File: src/rtl/cdc_tx_serializer.sv
// Write-side feeder for the 2-deep async CDC FIFO: takes one upstream word,
// emits an optional sequence-number header beat, then the word LSB chunk first.
module cdc_tx_serializer #(
   parameter int DATA_WIDTH = 8,
   parameter int WORD_WIDTH = 32,
   parameter int HEADER_EN  = 1
) (
   input  logic                  clkA_i,
   input  logic                  cA_rst_ni,
   input  logic                  cA_valid_i,
   input  logic [WORD_WIDTH-1:0] cA_data_i,
   output logic                  cA_ready_o,
   output logic                  cA_wea_o,
   output logic [DATA_WIDTH-1:0] cA_dina_o,
   input  logic                  cA_wrdy_i,
   output logic                  cA_busy_o,
   output logic [DATA_WIDTH-1:0] cA_seq_o
);

   localparam int BEATS = WORD_WIDTH / DATA_WIDTH;
   localparam int CNT_W = (BEATS > 1) ? $clog2(BEATS) : 1;

   if (WORD_WIDTH % DATA_WIDTH != 0) begin : g_width_chk
      $error("cdc_tx_serializer: WORD_WIDTH must be a multiple of DATA_WIDTH");
   end

   typedef enum logic [1:0] {
      S_IDLE = 2'd0,
      S_HDR  = 2'd1,
      S_DATA = 2'd2
   } state_t;

   state_t                r_state, w_state_n;
   logic [WORD_WIDTH-1:0] r_shreg, w_shreg_n, w_shreg_sh;
   logic [CNT_W-1:0]      r_cnt, w_cnt_n;
   logic [DATA_WIDTH-1:0] r_seq, w_seq_n;
   logic [DATA_WIDTH-1:0] r_dina, w_dina_n;
   logic                  r_wea, w_wea_n;
   logic                  w_accept, w_xfer, w_last;

   assign cA_ready_o = (r_state == S_IDLE);
   assign cA_busy_o  = (r_state != S_IDLE);
   assign cA_wea_o   = r_wea;
   assign cA_dina_o  = r_dina;
   assign cA_seq_o   = r_seq;

   assign w_accept   = cA_valid_i & cA_ready_o;
   assign w_xfer     = r_wea & cA_wrdy_i;
   assign w_shreg_sh = r_shreg >> DATA_WIDTH;
   assign w_last     = (r_cnt == CNT_W'(BEATS - 1));

   // Outputs are computed one cycle ahead so wrdy never reaches a port combinationally.
   always_comb begin
      w_state_n = r_state;
      w_shreg_n = r_shreg;
      w_cnt_n   = r_cnt;
      w_seq_n   = r_seq;
      w_dina_n  = r_dina;
      w_wea_n   = r_wea;
      case (r_state)
         S_IDLE: begin
            if (w_accept) begin
               w_shreg_n = cA_data_i;
               w_cnt_n   = '0;
               w_wea_n   = 1'b1;
               if (HEADER_EN != 0) begin
                  w_state_n = S_HDR;
                  w_dina_n  = r_seq;
               end else begin
                  w_state_n = S_DATA;
                  w_dina_n  = cA_data_i[DATA_WIDTH-1:0];
               end
            end
         end
         S_HDR: begin
            if (w_xfer) begin
               w_state_n = S_DATA;
               w_dina_n  = r_shreg[DATA_WIDTH-1:0];
            end
         end
         S_DATA: begin
            if (w_xfer) begin
               w_shreg_n = w_shreg_sh;
               w_cnt_n   = r_cnt + CNT_W'(1);
               if (w_last) begin
                  w_state_n = S_IDLE;
                  w_wea_n   = 1'b0;
                  w_dina_n  = '0;
                  w_seq_n   = r_seq + DATA_WIDTH'(1);
               end else begin
                  w_dina_n  = w_shreg_sh[DATA_WIDTH-1:0];
               end
            end
         end
         default: begin
            w_state_n = S_IDLE;
            w_wea_n   = 1'b0;
            w_dina_n  = '0;
         end
      endcase
   end

   always_ff @(posedge clkA_i or negedge cA_rst_ni) begin
      if (!cA_rst_ni) begin
         r_state <= S_IDLE;
         r_shreg <= '0;
         r_cnt   <= '0;
         r_seq   <= '0;
         r_dina  <= '0;
         r_wea   <= 1'b0;
      end else begin
         r_state <= w_state_n;
         r_shreg <= w_shreg_n;
         r_cnt   <= w_cnt_n;
         r_seq   <= w_seq_n;
         r_dina  <= w_dina_n;
         r_wea   <= w_wea_n;
      end
   end

endmodule
File: config.mk
export PLATFORM = sky130hd
export DESIGN_NAME = cdc_tx_serializer
export DESIGN_NICKNAME = d
export VERILOG_FILES = /design/src/rtl/cdc_tx_serializer.sv
export SDC_FILE = /design/constraint.sdc
export NUM_CORES = 1
export LEC_CHECK = 0
export ABC_AREA = 0
export CORE_MARGIN = 5
export CORE_UTILIZATION = 45
export DETAILED_ROUTE_END_ITERATION = 8
export GPL_TIMING_DRIVEN = 0
export PLACE_DENSITY = 0.79
export SYNTH_ARGS = -nofsm -noshare
export SYNTH_HDL_FRONTEND = slang
export SYNTH_SLANG_ARGS = --single-unit
File: constraint.sdc
create_clock -name clkA_i -period 1.8 [get_ports clkA_i]
set_input_delay 0.18 -clock clkA_i [delete_from_list [all_inputs] [get_ports clkA_i]]
set_output_delay 0.18 -clock clkA_i [all_outputs]
set_load 0.01 [all_outputs]
==> out/metrics.cfg <==
[run_status]
status=finished, final reports clean

[route]
drt-initial-drc-count=127
postRouteAntennaNets=0
via_per_inst=5.56
routed_wl_um=5850
vias=2068
drc=0
dr.pass1.iters=4
wl_per_cell_um=15.7

[synthesis]
ys.flop_type=dfrtp_1
synth_top_area_frac=0.512
synthMostInstantiatedCell=dfrtp_1
syn_nets=272
async_reset_ff_frac=1.00
synth_cells=234
synth_edf_count=0
ys_ff_latch=53
synth_top_cell_by_area=dfrtp_1
synthTopCellsByCount=53 x dfrtp_1, 25 x nand3_1, 25 x o21ai_1
netlist_area_sq_mm=0.00259
ys.warnings.count=0
ys_types=36
yosysSeqAreaShare=0.512
synth_area_leaders=dfrtp_1 51%, mux2i_1 9.3%, nand3_1 4.8%
avgSynthCellArea_sq_um=11.1

[worst_setup_path]
worst-path-buf-inv=2
path_cells=buf_2 -> and2_1 -> a21oi_2 -> buf_2 -> a22o_1
slowest_delay_ns=0.39
critPathRequiredTime_ns=2.05
crit_path_max_fanout=10
end_kind=flop
cp_slowest_cell=dfrtp_1
startpoint_type=flop
crit_top_cell=buf_2
arrival_ns=1.93
crit_type=flop to flop
cp_top_family=compound AO/OA/AOI/OAI gates

[global_route]
met1_usage=0.218
use_met3=0.0394
use_met2=0.257
grt_pass1_vias=1972
grt.busiest_layer=met2
grt_max_degree=37
grt_pass1_wl_um=9570
grt_overflow=0
antenna_found_initial=0
grt_usage=0.162

[floorplanning]
start_util=0.468
die_w_um=85.9
die_area_sq_mm=0.00738
rows=27
core_area_sq_mm=0.00554
pin_count=55
die_h_um=85.9

[finish]
diodes=0
drive_above_1_share=0.110
nFillCells=492
fin_nets=337
syn2layout_area_growth_pct=29.6
fin_cells=372
fin_util=0.606

[sta]
rsz0062_at_grt=no
fmax_ghz=0.596
clock_skew_ns=0.00885
period_share=0.932
setup_violations=0
hold_viol=0
slew_headroom=0.569
fin_crit_ns=1.68
fin_hold_ws_ns=0.331
slew_violations=0
fin_ws_ns=0.122
worstMarginPinSlew_ns=0.647

[clocking]
clock_latency_ns=0.31
clock_sinks=53
clockRootBuffer=clkbuf_8
h-tree-depth=2
clkTransAtPathRegs_ns=0.10
tritoncts=yes
cts_buffer_depth=2
numCtsBuffers=5

[hold_path]
min_path_type=input pin to asynchronous set/reset pin

[power]
total_leakage_power_nw=1.63
power_density_mw_per_mm2=1410
peakVddDrop_v=0.000623
power_mw=4.74

[placement]
portBuffers=54
pre_cts_slack_ns=-0.111
placed_cells=361
dp_hpwl_um=4520
gp_congestion=0.794

[flow_run]
drv_cap=0

## path summary, 6_finish.rpt
check | start | to | slack (ns) | cells after the start
worst min-delay path | cA_rst_ni | r_state[0]$_DFFE_PN0P_ | 0.33 | 2
min in group clkA_i | cA_data_i[30] | r_shreg[30]$_DFFE_PN0P_ | 0.47 | 2
worst max-delay path | cA_wea_o$_DFFE_PN0P_ | r_shreg[27]$_DFFE_PN0P_ | 0.12 | 5
max in group asynchronous | cA_rst_ni | r_state[1]$_DFFE_PN0P_ | 0.93 | 3
worst max register to register | cA_wea_o$_DFFE_PN0P_ | r_shreg[27]$_DFFE_PN0P_ | 0.12 | 5
worst min register to register | r_shreg[30]$_DFFE_PN0P_ | r_shreg[30]$_DFFE_PN0P_ | 0.50 | 1
## kinds of logic (layout without fill, tap and decap cells)
group | after synthesis | in the layout | synth area share
flops | 53 | 53 | 0.512
compound gates | 64 | 64 | 0.177
mux | 25 | 25 | 0.0971
xor+xnor | 7 | 7 | 0.0237
buf+inv | 29 | 95 | 0.0575
simple gates | 54 | 54 | 0.123
fa+ha+maj | 2 | 2 | 0.00966
## layer usage
metal  vias to the layer above  routed length [um]  share of wire
li1                        993                   -              -
met1                       996                2560           0.44
met2                        71                2820           0.48
met3                         8                 390          0.067
met4                         0                  77          0.013
met5                         -                   0              0
## sequential cells by signal, indices dropped and copies added, names as in the netlist
| signal | cells |
|---|---|
| cA_dina_o | 8 |
| r_cnt | 2 |
| cA_seq_o | 8 |
| r_shreg | 32 |
| cA_wea_o | 1 |
| r_state | 2 |
## cell type report
cell class,instances,area (sq um),area share
Buffer,17,106,0.0317
Clock buffer,6,72.6,0.0216
Clock inverter,2,10.0,0.00298
Inverter,10,37.5,0.0112
Multi-Input combinational cell,152,1120,0.332
Sequential cell,53,1330,0.395
Tap cell,72,90.1,0.0268
Timing Repair Buffer,60,597,0.178
## where the power goes
part	total, mW	internal (mW)	switching [mW]
Clock	0.657	0.271	0.386
Combinational	2.14	1.05	1.09
Sequential	1.94	1.65	0.292
## cell usage in the layout (no fill, tap or decap), types with 2 or more instances in the layout
cell type and instances:
a32o_1 9, buf_2 9, nand4b_1 2, nand4_1 3, nand3_1 25, nor2_1 3, nand2_1 4, a22o_1 8
xor2_1 6, nor2b_1 3, dfrtp_1 52, mux2i_1 24, clkinv_2 2, buf_6 4, and3_1 2, and2_1 2
o21ai_1 25, clkbuf_1 4, buf_4 4, clkbuf_8 5, o21ai_0 8, nor4_1 4, a221o_1 8, inv_1 10
clkbuf_2 2, ha_1 2, clkdlybuf4s50_1 51
## repair_timing
item	CTS	global route
endpoints found under the hold margin	17	0
hold buffers	1	0
setup buffers	0	4
resized for setup	1	6
pin swaps	0	1
setup endpoints to repair	2	27
## metrics by stage
step	instance area [sq um]	setup TNS (ns)
detailed placement	3240	-2.22
finish	3360	0
global placement	3220	-54.33
CTS	3320	0
global route	3360	0
floorplan	2590	0
Power figures use the tool's default switching activity.
